## config.mk

```make
export PLATFORM = sky130hd
export DESIGN_NAME = ex_muldiv
export DESIGN_NICKNAME = d
export VERILOG_FILES = /design/src/rtl/ex_muldiv.sv
export SDC_FILE = /design/constraint.sdc
export NUM_CORES = 2
export LEC_CHECK = 0
export ABC_AREA = 1
export CAP_MARGIN = 20
export CORE_ASPECT_RATIO = 0.8
export CORE_UTILIZATION = 40
export CTS_CLUSTER_DIAMETER = 40
export DETAILED_ROUTE_END_ITERATION = 10
export PLACE_DENSITY = 0.59
export SLEW_MARGIN = 20
export SYNTH_ARGS = -nofsm -noshare
export SYNTH_HDL_FRONTEND = slang
export SYNTH_SLANG_ARGS = --single-unit
```

## constraint.sdc

```tcl
create_clock -name clk -period 22.2 [get_ports clk]
set_clock_uncertainty 0.05 [all_clocks]
set_input_delay 2.22 -clock clk [delete_from_list [all_inputs] [get_ports clk]]
set_output_delay 2.22 -clock clk [all_outputs]
set_load 0.01 [all_outputs]
```

## src/rtl/ex_muldiv.sv

```systemverilog
// Multi-cycle multiply/divide unit beside the EX-stage ALU; owns HI/LO and
// stalls the pipeline while a MULT/MULTU/DIV/DIVU is in flight.
module ex_muldiv #(
  parameter int DATA_W  = 32,
  parameter int MUL_LAT = 2,
  parameter int OP_W    = 3
) (
  input  logic              clk,
  input  logic              rst,
  input  logic              start_i,
  input  logic [OP_W-1:0]   op_i,
  input  logic [DATA_W-1:0] opa_i,
  input  logic [DATA_W-1:0] opb_i,
  input  logic              flush_i,
  output logic              busy_o,
  output logic              stallreq_o,
  output logic              done_o,
  output logic [DATA_W-1:0] hi_o,
  output logic [DATA_W-1:0] lo_o
);

  localparam logic [1:0] S_IDLE = 2'd0;
  localparam logic [1:0] S_MUL  = 2'd1;
  localparam logic [1:0] S_DIV  = 2'd2;
  localparam logic [1:0] S_DONE = 2'd3;

  localparam logic [OP_W-1:0] OP_MULT  = OP_W'(0);
  localparam logic [OP_W-1:0] OP_MULTU = OP_W'(1);
  localparam logic [OP_W-1:0] OP_DIV   = OP_W'(2);
  localparam logic [OP_W-1:0] OP_DIVU  = OP_W'(3);
  localparam logic [OP_W-1:0] OP_MTHI  = OP_W'(4);
  localparam logic [OP_W-1:0] OP_MTLO  = OP_W'(5);

  localparam int CNT_MAX = (DATA_W > MUL_LAT) ? DATA_W : MUL_LAT;
  localparam int CNT_W   = $clog2(CNT_MAX + 1);

  logic [1:0]          state_q, state_d;
  logic [CNT_W-1:0]    cnt_q, cnt_d;
  logic [DATA_W-1:0]   hi_q, hi_d;
  logic [DATA_W-1:0]   lo_q, lo_d;
  // opa_q holds the multiplicand, or the dividend shifting into the quotient.
  logic [DATA_W-1:0]   opa_q, opa_d;
  logic [DATA_W-1:0]   opb_q, opb_d;
  logic [DATA_W-1:0]   rem_q, rem_d;
  logic                mul_signed_q, mul_signed_d;
  logic                q_neg_q, q_neg_d;
  logic                r_neg_q, r_neg_d;

  logic                is_muldiv;
  logic                div_signed;
  logic [DATA_W-1:0]   opa_mag, opb_mag;
  logic [2*DATA_W-1:0] mul_a_ext, mul_b_ext, product;
  logic [DATA_W:0]     trial;
  logic [DATA_W-1:0]   rem_step, quo_step;
  logic [DATA_W-1:0]   quo_final, rem_final;

  assign is_muldiv  = (op_i == OP_MULT) || (op_i == OP_MULTU) ||
                      (op_i == OP_DIV)  || (op_i == OP_DIVU);
  assign div_signed = (op_i == OP_DIV);
  assign opa_mag    = (div_signed && opa_i[DATA_W-1]) ? -opa_i : opa_i;
  assign opb_mag    = (div_signed && opb_i[DATA_W-1]) ? -opb_i : opb_i;

  // Sign- or zero-extending to 2*DATA_W makes the truncated product correct for both.
  assign mul_a_ext = mul_signed_q ? {{DATA_W{opa_q[DATA_W-1]}}, opa_q}
                                  : {{DATA_W{1'b0}}, opa_q};
  assign mul_b_ext = mul_signed_q ? {{DATA_W{opb_q[DATA_W-1]}}, opb_q}
                                  : {{DATA_W{1'b0}}, opb_q};
  assign product   = mul_a_ext * mul_b_ext;

  // One restoring step: shift the next dividend bit into the remainder and try the subtract.
  assign trial = {rem_q, opa_q[DATA_W-1]} - {1'b0, opb_q};

  always_comb begin
    if (!trial[DATA_W]) begin
      rem_step = trial[DATA_W-1:0];
      quo_step = {opa_q[DATA_W-2:0], 1'b1};
    end else begin
      rem_step = {rem_q[DATA_W-2:0], opa_q[DATA_W-1]};
      quo_step = {opa_q[DATA_W-2:0], 1'b0};
    end
  end

  assign quo_final = q_neg_q ? -quo_step : quo_step;
  assign rem_final = r_neg_q ? -rem_step : rem_step;

  always_comb begin
    // NOTE: every variable gets a default first so no path leaves it unassigned,
    // which would otherwise infer a latch.
    state_d      = state_q;
    cnt_d        = cnt_q;
    hi_d         = hi_q;
    lo_d         = lo_q;
    opa_d        = opa_q;
    opb_d        = opb_q;
    rem_d        = rem_q;
    mul_signed_d = mul_signed_q;
    q_neg_d      = q_neg_q;
    r_neg_d      = r_neg_q;

    case (state_q)
      S_IDLE: begin
        if (start_i && !flush_i) begin
          case (op_i)
            OP_MTHI: hi_d = opa_i;
            OP_MTLO: lo_d = opa_i;
            OP_MULT, OP_MULTU: begin
              opa_d        = opa_i;
              opb_d        = opb_i;
              mul_signed_d = (op_i == OP_MULT);
              cnt_d        = CNT_W'(MUL_LAT - 1);
              state_d      = S_MUL;
            end
            OP_DIV, OP_DIVU: begin
              if (opb_i == '0) begin
                lo_d    = '1;
                hi_d    = opa_i;
                state_d = S_DONE;
              end else begin
                opa_d   = opa_mag;
                opb_d   = opb_mag;
                rem_d   = '0;
                q_neg_d = div_signed && (opa_i[DATA_W-1] ^ opb_i[DATA_W-1]);
                r_neg_d = div_signed && opa_i[DATA_W-1];
                cnt_d   = CNT_W'(DATA_W - 1);
                state_d = S_DIV;
              end
            end
            default: ;
          endcase
        end
      end

      S_MUL: begin
        if (flush_i) begin
          cnt_d   = '0;
          state_d = S_IDLE;
        end else if (cnt_q == '0) begin
          hi_d    = product[2*DATA_W-1:DATA_W];
          lo_d    = product[DATA_W-1:0];
          state_d = S_DONE;
        end else begin
          cnt_d = cnt_q - 1'b1;
        end
      end

      S_DIV: begin
        if (flush_i) begin
          cnt_d   = '0;
          state_d = S_IDLE;
        end else begin
          opa_d = quo_step;
          rem_d = rem_step;
          if (cnt_q == '0) begin
            lo_d    = quo_final;
            hi_d    = rem_final;
            state_d = S_DONE;
          end else begin
            cnt_d = cnt_q - 1'b1;
          end
        end
      end

      default: state_d = S_IDLE;
    endcase
  end

  // NOTE: sequential state uses non-blocking assignments so every register
  // samples the pre-edge values, independent of statement order.
  always_ff @(posedge clk or posedge rst) begin
    if (rst) begin
      // NOTE: the datapath registers are reset too; a reset mid-divide must
      // leave no stale partial remainder or quotient behind.
      state_q      <= S_IDLE;
      cnt_q        <= '0;
      hi_q         <= '0;
      lo_q         <= '0;
      opa_q        <= '0;
      opb_q        <= '0;
      rem_q        <= '0;
      mul_signed_q <= 1'b0;
      q_neg_q      <= 1'b0;
      r_neg_q      <= 1'b0;
    end else begin
      state_q      <= state_d;
      cnt_q        <= cnt_d;
      hi_q         <= hi_d;
      lo_q         <= lo_d;
      opa_q        <= opa_d;
      opb_q        <= opb_d;
      rem_q        <= rem_d;
      mul_signed_q <= mul_signed_d;
      q_neg_q      <= q_neg_d;
      r_neg_q      <= r_neg_d;
    end
  end

  assign busy_o     = (state_q == S_MUL) || (state_q == S_DIV);
  assign done_o     = (state_q == S_DONE);
  assign stallreq_o = ((state_q == S_IDLE) && start_i && !flush_i && is_muldiv) ||
                      (busy_o && !flush_i);
  assign hi_o       = hi_q;
  assign lo_o       = lo_q;

endmodule

```

# [After elaboration in Yosys (flattened, before gate mapping)]
# Index checks and enable logic that the tools add are counted.
[word_totals] reg_bits=171 latchBits=0 mem_bits_rw=0 mem_bits_ro=0 output_inout_bits=67 word_cells=124 memories=0
[classes] add_sub_neg=6 multipliers=1 div_mod_pow=0 magnitude_cmp=0 n_eq_ne=23 shifts=0 mux=48 n_bitwise=2 reduce_logical=34
[ops] cell="32-bit 2-to-1 mux" n=25
[ops] cell="32-bit case mux with 2 select lines" n=6
[ops] cell="32-bit case mux with 3 select lines" n=2
[ops] cell="64-bit 2-to-1 mux" n=2
[ops] cell="32-bit negation" n=4
[ops] cell="64-bit by 64-bit multiplier with 64-bit output" n=1
[ops] cell="33-bit by 32-bit subtractor with 33-bit output" n=1
[ops] cell="32-bit zero test" n=1
[ops] cell="6-bit 2-to-1 mux" n=4
[ops] cell="6-bit case mux with 2 select lines" n=2
[ops] cell="8-bit AND reduction" n=2
[ops] cell="5-bit AND reduction" n=3
[ops] cell="2-bit != test (second input constant)" n=7
[ops] cell="3-bit by 1-bit != test with 1-bit output (second input constant)" n=4
[ops] cell="3-bit != test (second input constant)" n=3
[ops] cell="1-bit logical AND" n=8
[ops] cell="2-bit case mux with 2 select lines" n=2
[ops] cell="4-bit AND reduction" n=2
[ops] cell="3-bit by 2-bit == test with 1-bit output (second input constant)" n=2
[ops] cell="3-bit == test (second input constant)" n=2
[ops] cell="6-bit zero test" n=1
[ops] cell="2-bit 2-to-1 mux" n=3
[ops] cell="3-bit AND reduction" n=2
[ops] cell="2-bit nonzero test" n=3
[ops] cell="other kinds (14)" n=22

# [Logic depth before layout (Yosys ltp)]
[depth] word_depth=7 ltp_mapped=43

# [Least setup slack after synthesis]
# No wires, ideal clock.
[synth_path] path_kind="register to register" start="register opa_q[31]" end="register hi_q[30] (netlist: hi_o[30])" setup_ps=77 t_arrival_ps=8826 t_required_ps=22073 slack_ps=13247 stages_incl_launch_ff=35 period_less_slack_ps=8953 cell_sequence="dfrtp_1 > clkbuf_1 > nand2_1 > clkbuf_1 > nor2_1 > fa_1 > inv_1 > fa_1 > inv_1 > fa_1 > inv_1 > fa_1 > inv_1 > fa_1 > fa_1 > fa_1 > inv_1 > fa_1 > inv_1 > fa_1 > inv_1 > fa_1 > inv_1 > ha_1 > inv_1 > nor3_1 > nand2_1 > nor3_1 > nand3_1 > o21ai_0 > or2_2 > nand3_1 > nand2_1 > nand2_1 > a21oi_1"
[synth_between] elab_chain_len=7 elab_cells_between_ends=11 cone_classes="add/sub (2); mul (1); mux (8)"
[synth_lines] item="start, declared" line_no="42" source="logic [DATA_W-1:0] opa_q, opa_d;"
[synth_lines] item="start signal, assigned" line_no="188" source="opa_q <= opa_d;"
[synth_lines] item="branches (longest 6 deep; another with 64-bit by 64-bit multiplier with 64-bit output)"
[synth_lines] item="32-bit case mux with 3 select lines *" line_no="100" source="case (state_q)"
[synth_lines] item="end signal, assigned" line_no="186" source="hi_q <= hi_d;"
[synth_lines] item="end, declared" line_no="39" source="logic [DATA_W-1:0] hi_q, hi_d;"
# Mark *: on every way between the ends. The select of a mux whose other input is x is not followed.
# A chain may end at the register's enable or synchronous reset.

# [Final worst setup path]
# Same ends and word-level chain as after synthesis.

==> flow_metrics.tcl <==
set metrics [dict create \
    status "complete, no violations" \
    hp-class "register to register" \
    path_max_fanout 16 \
    cts_tree "yes" \
    rr_endpoint "hi_o[30]" \
    r2r_slack_ns 10.84 \
    synthTopCellsByCount "2552 x inv_1, 1838 x nand2_1, 1420 x fa_1" \
    netlist.area_leader.share_pct 44.4 \
    dp_hpwl_um 198000 \
    syn-cell-area_um2 64000 \
    fin_area_um2 68100 \
    synthArstFlopShare_pct 100 \
    core_area_um2 158000 \
    overflow 0 \
    maxSlewHeadroom_pct 21.8 \
    yosysTopAreaCell "fa_1" \
    synth-edff-count 0 \
    rows 130 \
    initial_core_util_pct 40.5 \
    critPathKind "register to register" \
    synthFlopType "dfrtp_1" \
    grt_use_total_pct 30.2 \
    grt_pass1_vias 54900 \
    synth_nets 10200 \
    dieArea_um2 162000 \
    antenna_found_initial 9 \
    rr_worst_depth 31 \
    synth_seq_cells 171 \
    cts.sinks 171 \
    nets 10100 \
    grt_max_degree 102 \
    synth_area_leaders "fa_1 44%, inv_1 15%, nand2_1 11%" \
    clock_path_buffers 2 \
    fillers 16100 \
    cp_slowest_cell "fa_1" \
    fmax_ghz 0.0881 \
    path_clk_slew_ns 0.08 \
    whs_path_depth 2 \
    tightest_slew_ns 1.16 \
    drv_cap 0 \
    dpl-instance-area_um2 67500 \
    gp_congestion 1.05 \
    yosysWarnings 0 \
    cp-start-kind "register" \
    drc_errors 0 \
    syn_inst 8312 \
    finalMaxSlewViolations 0 \
    top_usage_layer "met1" \
    grtUsageMet3_pct 5.64 \
    numCtsBuffers 17 \
    end_kind "register" \
    wirelength_um 241000 \
    avgSynthCellArea_um2 7.70 \
    io_pins 138 \
    via_per_inst 5.18 \
    hp-start "cnt_q[0]" \
    synth_cell_types 64 \
    layout_setup_ws_ns 10.84 \
    cts_resized 0 \
    use_met2_pct 43.9 \
    dr.pass1.iters 9 \
    finalCritPeriodShare_pct 51.2 \
    chipHeight_um 360 \
    vias 53600 \
    worst_hold_slack_ns 0.443 \
    layout-drive-gt1-share_pct 3.39 \
    dieWidth_um 449 \
    routedWlPerCell_um 23.3 \
    clk-insertion-delay-late_ns 0.49 \
    port_buffers 137 \
    rsz0062_at_grt "false" \
    finalSetupViolCount 0 \
    tns_ns 0 \
    h-tree-depth 4 \
    antenna_left 0 \
    first_iter_violations 5948 \
    met1_usage_pct 46.3 \
    grt_first_pass_wirelength_um 362000 \
    clockRootBuffer "clkbuf_16" \
    hold_violations 0 \
    layout_min_cycle_time_ns 11.36 \
    cts_setup_buffers 0 \
    max_stage_delay_ns 0.87 \
    hold-path-endpoint "cnt_q[0]" \
    dp_slack_ns 10.99 \
    ctsHoldBuffers 0 \
    crit_arrival_ns 11.72 \
    cp_data_required_time_ns 22.56 \
    yosysSeqAreaShare_pct 6.68 \
    syn2layout_area_growth_pct 6.37 \
    crit_path_frequent_cell "fa_1" \
    synth_most_common_cell "inv_1" \
    r2r-start "opa_q[31]" \
]
-- registers in the layout, indices dropped and copies added (netlist names) --
signal	flops
cnt_q	6
lo_o	32
q_neg_q	1
r_neg_q	1
mul_signed_q	1
state_q	2
rem_q	32
opb_q	32
hi_o	32
opa_q	32
-- per-stage QoR --
stage | cells | utilization [%]
2_1_floorplan | 8312 | -
3_3_place_gp | 10300 | 42.7
3_5_place_dp | 10300 | 42.7
4_1_cts | 10300 | 43.1
5_1_grt | 10300 | 43.1
6_report | 10400 | 43.1
-- layout make-up --
cell class / instances / area, um^2 / area share [%]
antenna: 6 / 15.0 / 0.0220
timing repair buffer: 236 / 2130 / 3.13
tap: 2112 / 2640 / 3.88
multi-input combinational: 5236 / 48800 / 71.7
clock inverter: 11 / 136 / 0.200
clock buffer: 19 / 443 / 0.650
inverter: 2559 / 9610 / 14.1
sequential: 171 / 4290 / 6.30
-- cells by family (layout without fill, tap and decap cells) --
kind of cell	after synthesis	count (layout)	synth area share, %
adders and majority gates	1771	1771	51.3
other	0	6	0
AOI/OAI and AO/OA	665	665	5.96
and+or+nand+nor	2676	2676	17.2
buffers and inverters	2905	2825	17.1
xor gates and xnor gates	124	124	1.70
DFF	171	171	6.68
-- layer usage --
layer | vias to the layer above | share of wire (%)
li1 | 23500 | -
met1 | 27300 | 46
met2 | 2529 | 42
met3 | 232 | 9.9
met4 | 2 | 2.4
met5 | - | 0.0054
-- critical path, delay by kind of cell (launching register included) --
kind | cells | cell delay [ns]
adder cells (fa/ha/maj) | 11 | 6.32
AND/OR/NAND/NOR | 10 | 1.69
AO/OA/AOI/OAI | 2 | 0.57
flip-flops | 1 | 0.78
buffers and inverters | 8 | 1.81
-- worst max-delay path by stage --
stage | from | cells past startpoint | slack [ns] | to
after floorplan | opa_q[31] | 34 | 13.25 | hi_o[30]
after global placement | opa_q[31] | 33 | 11.11 | hi_o[30]
after global routing | opa_q[31] | 31 | 10.14 | hi_o[30]
final | opa_q[31] | 31 | 10.84 | hi_o[30]
after CTS | opa_q[31] | 31 | 10.93 | hi_o[30]
after detailed placement | opa_q[31] | 33 | 10.99 | hi_o[30]
-- placed cells by master (no fill, tap or decap), drive strengths merged, types with 2 or more instances in the layout --
master / synthesis / routed
inv: 2556 / 2563
nand2: 1881 / 1881
fa: 1420 / 1420
nor2: 428 / 428
ha: 351 / 351
o21ai: 252 / 252
a21oi: 214 / 214
nand3: 194 / 194
dfrtp: 171 / 171
clkdlybuf4s50: 0 / 137
buf: 73 / 98
xor2: 73 / 73
nor3: 56 / 56
xnor2: 51 / 51
or2: 48 / 48
nand4: 43 / 43
o22ai: 41 / 41
a31oi: 27 / 27
a21boi: 26 / 26
a2bb2oi: 23 / 23
clkbuf: 273 / 20
o211ai: 18 / 18
o21a: 16 / 16
nand3b: 13 / 13
o21bai: 11 / 11
o31ai: 10 / 10
nor4: 10 / 10
o221ai: 8 / 8
diode: 0 / 6
a21o: 5 / 5
clkinv: 3 / 5
o32ai: 3 / 3
o22a: 2 / 2
a211oi: 2 / 2
and2: 2 / 2
bufinv: 0 / 2
Power is not shown: default switching activity piles up to over one toggle a cycle in this logic, so the estimate is an artifact.
